`src/rtl/fetch_ctrl.sv`:
```
// -----------------------------------------------------------------------------
// fetch_ctrl
// Multi-cycle instruction-fetch sequencer. It owns the PC and drives a req/ack
// instruction-memory port that may insert wait states. Fetched words go to
// decode over a valid/ready handshake. The block also applies branches,
// redirects (flushes), a fetch timeout and an alignment check.
//
// Ports
//   i_clk          clock, rising edge
//   i_rst_n        asynchronous active-low reset
//   i_branch       branch instruction in decode
//   i_alu_zero     ALU zero flag for the same instruction
//   i_jump         branch offset, already shifted left by 1
//   i_flush        redirect request from a later stage
//   i_flush_addr   redirect target
//   o_imem_req     memory request (registered)
//   o_imem_addr    request address, always equal to the PC
//   i_imem_ack     memory ack; i_imem_rdata is valid in the same cycle
//   i_imem_rdata   fetched word
//   o_inst_valid   o_inst / o_pc_out valid for decode (registered)
//   i_inst_ready   decode accepts the instruction
//   o_inst         registered instruction
//   o_pc_out       address of o_inst
//   o_fetch_err    sticky error: timeout or misaligned target
//
// state | meaning
// ------+--------------------------------------------------------------
// IDLE  | one cycle after reset release, before the first request
// REQ   | request outstanding at r_pc, waiting for ack
// HOLD  | instruction presented to decode, waiting for transfer
// ERR   | timeout or misaligned target; only reset leaves this state
// -----------------------------------------------------------------------------
module fetch_ctrl #(
  parameter int                          INST_ADDR_WIDTH = 32,
  parameter int                          INST_WIDTH      = 32,
  parameter logic [INST_ADDR_WIDTH-1:0]  RESET_PC        = '0,
  parameter int                          MAX_WAIT        = 15
) (
  input  logic                        i_clk,
  input  logic                        i_rst_n,
  input  logic                        i_branch,
  input  logic                        i_alu_zero,
  input  logic [INST_ADDR_WIDTH-1:0]  i_jump,
  input  logic                        i_flush,
  input  logic [INST_ADDR_WIDTH-1:0]  i_flush_addr,
  output logic                        o_imem_req,
  output logic [INST_ADDR_WIDTH-1:0]  o_imem_addr,
  input  logic                        i_imem_ack,
  input  logic [INST_WIDTH-1:0]       i_imem_rdata,
  output logic                        o_inst_valid,
  input  logic                        i_inst_ready,
  output logic [INST_WIDTH-1:0]       o_inst,
  output logic [INST_ADDR_WIDTH-1:0]  o_pc_out,
  output logic                        o_fetch_err
);

  typedef enum logic [1:0] {
    IDLE = 2'd0,
    REQ  = 2'd1,
    HOLD = 2'd2,
    ERR  = 2'd3
  } state_t;

  // Timeout fires at the end of the MAX_WAIT-th REQ cycle without ack.
  localparam logic [7:0] WAIT_LAST = 8'(MAX_WAIT - 1);

  state_t                       r_state;
  logic [INST_ADDR_WIDTH-1:0]   r_pc;
  logic [INST_ADDR_WIDTH-1:0]   r_pc_out;
  logic [INST_ADDR_WIDTH-1:0]   r_tgt;
  logic [INST_WIDTH-1:0]        r_inst;
  logic [7:0]                   r_wait_cnt;
  logic                         r_pend;
  logic                         r_imem_req;
  logic                         r_inst_valid;
  logic                         r_err;

  logic                         w_taken;
  logic [INST_ADDR_WIDTH-1:0]   w_next_pc;
  logic                         w_next_ok;
  logic                         w_flush_ok;
  logic [INST_ADDR_WIDTH-1:0]   w_redir_addr;
  logic                         w_redir_ok;
  logic                         w_redirect;

  // Next sequential/branch PC from the instruction being transferred.
  assign w_taken   = i_branch & i_alu_zero;
  assign w_next_pc = w_taken ? (r_pc_out + i_jump)
                             : (r_pc_out + INST_ADDR_WIDTH'(4));
  assign w_next_ok = (w_next_pc[1:0] == 2'b00);

  assign w_flush_ok = (i_flush_addr[1:0] == 2'b00);

  // In REQ, a flush arriving together with the ack is newer than any stored
  // target, so it wins over r_tgt and the returning data is dropped.
  assign w_redirect   = r_pend | i_flush;
  assign w_redir_addr = i_flush ? i_flush_addr : r_tgt;
  assign w_redir_ok   = (w_redir_addr[1:0] == 2'b00);

  always_ff @(posedge i_clk or negedge i_rst_n) begin
    if (!i_rst_n) begin
      r_state      <= IDLE;
      r_pc         <= RESET_PC;
      r_pc_out     <= '0;
      r_tgt        <= '0;
      r_inst       <= '0;
      r_wait_cnt   <= '0;
      r_pend       <= 1'b0;
      r_imem_req   <= 1'b0;
      r_inst_valid <= 1'b0;
      r_err        <= 1'b0;
    end else begin
      case (r_state)
        IDLE: begin
          if (i_flush && !w_flush_ok) begin
            r_state <= ERR;
            r_err   <= 1'b1;
          end else begin
            if (i_flush) r_pc <= i_flush_addr;
            r_state    <= REQ;
            r_imem_req <= 1'b1;
            r_wait_cnt <= '0;
          end
        end

        REQ: begin
          if (i_imem_ack) begin
            if (w_redirect) begin
              // Request completed but superseded: drop data, refetch.
              r_pend <= 1'b0;
              if (!w_redir_ok) begin
                r_state    <= ERR;
                r_imem_req <= 1'b0;
                r_err      <= 1'b1;
              end else begin
                r_pc       <= w_redir_addr;
                r_wait_cnt <= '0;
              end
            end else begin
              r_inst       <= i_imem_rdata;
              r_pc_out     <= r_pc;
              r_inst_valid <= 1'b1;
              r_imem_req   <= 1'b0;
              r_state      <= HOLD;
            end
          end else if (r_wait_cnt == WAIT_LAST) begin
            r_state    <= ERR;
            r_imem_req <= 1'b0;
            r_pend     <= 1'b0;
            r_err      <= 1'b1;
          end else begin
            r_wait_cnt <= r_wait_cnt + 8'd1;
            // The outstanding request is never aborted; remember the target.
            if (i_flush) begin
              r_pend <= 1'b1;
              r_tgt  <= i_flush_addr;
            end
          end
        end

        HOLD: begin
          if (i_flush) begin
            r_inst_valid <= 1'b0;
            if (!w_flush_ok) begin
              r_state <= ERR;
              r_err   <= 1'b1;
            end else begin
              r_pc       <= i_flush_addr;
              r_state    <= REQ;
              r_imem_req <= 1'b1;
              r_wait_cnt <= '0;
            end
          end else if (i_inst_ready) begin
            r_inst_valid <= 1'b0;
            if (!w_next_ok) begin
              r_state <= ERR;
              r_err   <= 1'b1;
            end else begin
              r_pc       <= w_next_pc;
              r_state    <= REQ;
              r_imem_req <= 1'b1;
              r_wait_cnt <= '0;
            end
          end
        end

        ERR: begin
          r_imem_req   <= 1'b0;
          r_inst_valid <= 1'b0;
          r_err        <= 1'b1;
        end

        default: begin
          r_state <= ERR;
          r_err   <= 1'b1;
        end
      endcase
    end
  end

  assign o_imem_req   = r_imem_req;
  assign o_imem_addr  = r_pc;
  assign o_inst_valid = r_inst_valid;
  assign o_inst       = r_inst;
  assign o_pc_out     = r_pc_out;
  assign o_fetch_err  = r_err;

endmodule

```
`config.mk`:
```
export PLATFORM = sky130hd
export DESIGN_NAME = fetch_ctrl
export DESIGN_NICKNAME = d
export VERILOG_FILES = /design/src/rtl/fetch_ctrl.sv
export SDC_FILE = /design/constraint.sdc
export NUM_CORES = 1
export LEC_CHECK = 0
export CELL_PAD_IN_SITES_DETAIL_PLACEMENT = 1
export CELL_PAD_IN_SITES_GLOBAL_PLACEMENT = 2
export CORE_UTILIZATION = 34
export CTS_BUF_LIST = sky130_fd_sc_hd__clkbuf_4 sky130_fd_sc_hd__clkbuf_8 sky130_fd_sc_hd__clkbuf_16
export DETAILED_ROUTE_END_ITERATION = 7
export PLACE_DENSITY_LB_ADDON = 0.1
export SLEW_MARGIN = 20
export SYNTH_ARGS = -nofsm -noshare
export SYNTH_HDL_FRONTEND = slang
export SYNTH_SLANG_ARGS = --single-unit
```
`constraint.sdc`:
```
create_clock -name i_clk -period 8.3 [get_ports i_clk]
set_clock_uncertainty 0.15 [all_clocks]
set_input_delay 0.83 -clock i_clk [delete_from_list [all_inputs] [get_ports i_clk]]
set_output_delay 0.83 -clock i_clk [all_outputs]
set_load 0.02 [all_outputs]
```
==> results by group <==
Synth
  • Async SR Flop Fraction: 1.00
  • Yosys top cell area share: 0.391
  • Main synth FF type: dfrtp_1
  • Number of synthesized register bits: between 100 and 150
  • Register area share after synthesis: 0.391
  • Cell accounting for the most synthesized area: dfrtp_1
  • Synth area leaders: dfrtp_1 (39%), mux2_2 (12%), ha_1 (5.4%)
  • Synth Net Count: about 1100
  • Cells after synthesis: ~950
  • Ys Warns: 0
  • Cell Area, Synth: 9080 um^2
  • Post-synth cell types: just over 80
  • EDFF count, synth: 0
  • Avg Cell Area, Syn: approximately 9.6 um^2

Global route
  • First-pass GRT wire length: approximately 49000 um
  • Number of global-route vias before repair: between 8000 and 9000
  • All-layer global routing usage: 0.236
  • Largest net degree at the start of global routing: 93
  • Gr ovfl total: 0
  • Initial antenna violation count: 0

Worst setup path
  • CP max stage delay: 530 ps
  • Worst setup EP type: register
  • Crit path required time: between 8000 and 9000 ps
  • Crit Path Max Fanout: 35
  • Buf/Inv on CP: 2
  • Most common cell on crit path: or3_1
  • Crit path launch type: primary input
  • Arr. time, crit path: between 4000 and 5000 ps
  • CP max-delay cell: fa_1
  • WS Path Type: primary input to register
  • CP Cell Sequence: clkdlybuf4s50_1, ha_1, fa_1, and4bb_2, o32ai_1, nor3_1, o211ai_1, buf_4, or3_1, o21ai_0, or3_1, o22ai_1
  • CP delay by family, top: compound AO/OA/AOI/OAI gates

Route
  • Drt pass-1 iters: 7
  • Met3 routed WL: between 1500 and 2000 um
  • Max layer used: met4
  • Routed WL per cell: ~21 um
  • Vias per inst: ~5.5
  • Post-route ant nets: 0
  • Total number of vias: about 8100
  • WL met2: 14600 um
  • Final wirelength: between 30000 and 40000 um
  • Drt initial violations: around 460
  • M1 wire length: 14900 um
  • DRC: 22

Clock network
  • CTS Sinks: ~140
  • Clock slew at reported path FFs: ~70 ps
  • Clock root cell: clkbuf_16
  • Clock Latency Late Sink: 430 ps
  • CTS tree: built
  • Hold_buf cts: 0
  • Post-CTS setup buffer count: 0
  • Clock buffer count from CTS: 17
  • Clock Tree Buf Depth: 2
  • Post-CTS Resized: 0
  • H-tree levels: 4

Cells and area
  • Fraction of layout cells with a size suffix above 1: 0.146
  • Most frequent cells in the layout: clkdlybuf4s50_1 (200), dfrtp_1 (142), mux2_2 (96)
  • Area delta synth->final: 31.2%
  • Diode count: 0
  • # nets final: around 1300
  • Most common cell after layout, fill and taps aside: clkdlybuf4s50_1

Timing
  • Final Cycle Share: 0.498
  • Worst Max-Slew Pin Slew: approximately 1100 ps
  • Fmax: 242 MHz
  • Unrepaired setup endpoints after global routing: false
  • Slew Limit Fails: 0
  • Total negative setup slack: 0 ps
  • Hold Violations, Final: 0
  • Rel. slew slack: 0.292
  • Final setup vio count: 0
  • Minimum clock period: roughly 4100 ps

Flow run
  • Max cap viols: 0

Min path
  • HP Class: primary input to asynchronous set/reset pin

Power
  • LEAKAGE: ~4.9 nW
  • VDD IR max: about 0.00017 V
  • Design Power: roughly 0.0050 W
  • Power Dens Cells: approximately 420 nW/um^2

Die
  • Site Rows: 59
  • Die Width: between 150 and 200 um
  • Die span in y: 165 um
  • Initial Utilization: 0.347
  • Core Box Area: roughly 26000 um^2
  • Total die area: between 20000 and 30000 um^2
  • IO Count: between 200 and 250

Placed design
  • Port bufs: between 200 and 250
  • Hpwl dp: ~23000 um
  • GP Congestion: 0.849

Run status
  • Run status: finished with violations
  • Failing checks: design-rule violations
-- final cells by class --
cell class	instances	area, um^2
multi-input cells	733	5220
fillers	2954	14200
repair buffers	211	2090
clock buffers	18	433
clock inverters	14	136
flip-flops and latches	142	3550
well taps	335	419
inverters	18	67.6
-- sequential cells by signal, indices dropped and copies added, names as in the netlist --
| signal | flops |
|---|---|
| o_fetch_err | 1 |
| o_imem_addr | 32 |
| o_imem_req | 1 |
| o_inst | 32 |
| o_inst_valid | 1 |
| o_pc_out | 32 |
| r_pend | 1 |
| r_state | 2 |
| r_tgt | 32 |
| r_wait_cnt | 8 |
-- synth_stat cells (6+ instances only) --
cell and n:
and2_1 6, o21ai_0 81, a21o_1 15, nor2_1 77, xor2_1 25, buf_2 14
xnor2_1 23, a221oi_1 14, ha_1 39, mux2_2 96, dfrtp_1 142, o211ai_1 6
and3_1 7, inv_1 18, a21oi_1 59, a22o_1 9, a211oi_1 6, o31ai_1 7
nand4_1 13, or3_1 9, nor3_1 24, nand2_1 76, o21bai_1 7, nand3_1 26
clkbuf_1 28, a31oi_1 12
-- power breakdown --
| group | switching [W] | internal, W |
|---|---|---|
| logic | 0.00160 | 0.00124 |
| clock network | 0.000341 | 0.000421 |
| registers | 0.000341 | 0.00103 |
| total | 0.00228 | 0.00269 |
-- routing by layer --
layer	GRT usage	vias up
met4	0.0488	0
met2	0.387	188
met3	0.0427	21
li1	-	3844
met5	0	-
met1	0.323	4070
-- through the flow --
stage	cell area, um^2	util	worst slack, ps	hold WS [ps]	std cells
final	11900	0.456	4170	333	1471
after global routing	11900	0.456	3990	368	1471
after CTS	11900	0.456	4190	347	1471
after detailed placement	11300	0.434	3760	325	1439
after global placement	11300	0.434	3860	327	1439
after floorplan	9080	-	4960	302	947
-- cell families (layout without fill, tap and decap cells) --
logic type,Yosys count,count (layout),synth area share
AO/OA/AOI/OAI,271,271,0.199
XOR/XNOR,48,48,0.0463
adder cells (fa/ha/maj),40,40,0.0559
buffers and inverters,72,261,0.0356
flip-flops,142,142,0.391
multiplexers,101,101,0.125
AND/OR/NAND/NOR,273,273,0.147
-- final timing paths --
path | from | end | slack (ps) | cells after the start
max in group asynchronous | i_rst_n | o_pc_out[29]$_DFFE_PN0P_ | 6450 | 2
hold / removal | i_rst_n | o_inst[29]$_DFFE_PN0P_ | 330 | 1
setup / recovery | i_jump[0] | o_imem_addr[20]$_DFFE_PN0P_ | 4170 | 12
hold reg to reg | r_wait_cnt[7]$_DFFE_PN0P_ | r_wait_cnt[7]$_DFFE_PN0P_ | 340 | 1
setup reg to reg | o_pc_out[0]$_DFFE_PN0P_ | o_imem_addr[20]$_DFFE_PN0P_ | 4510 | 11
min in group i_clk | r_wait_cnt[7]$_DFFE_PN0P_ | r_wait_cnt[7]$_DFFE_PN0P_ | 340 | 1
Power figures use the tool's default switching activity.
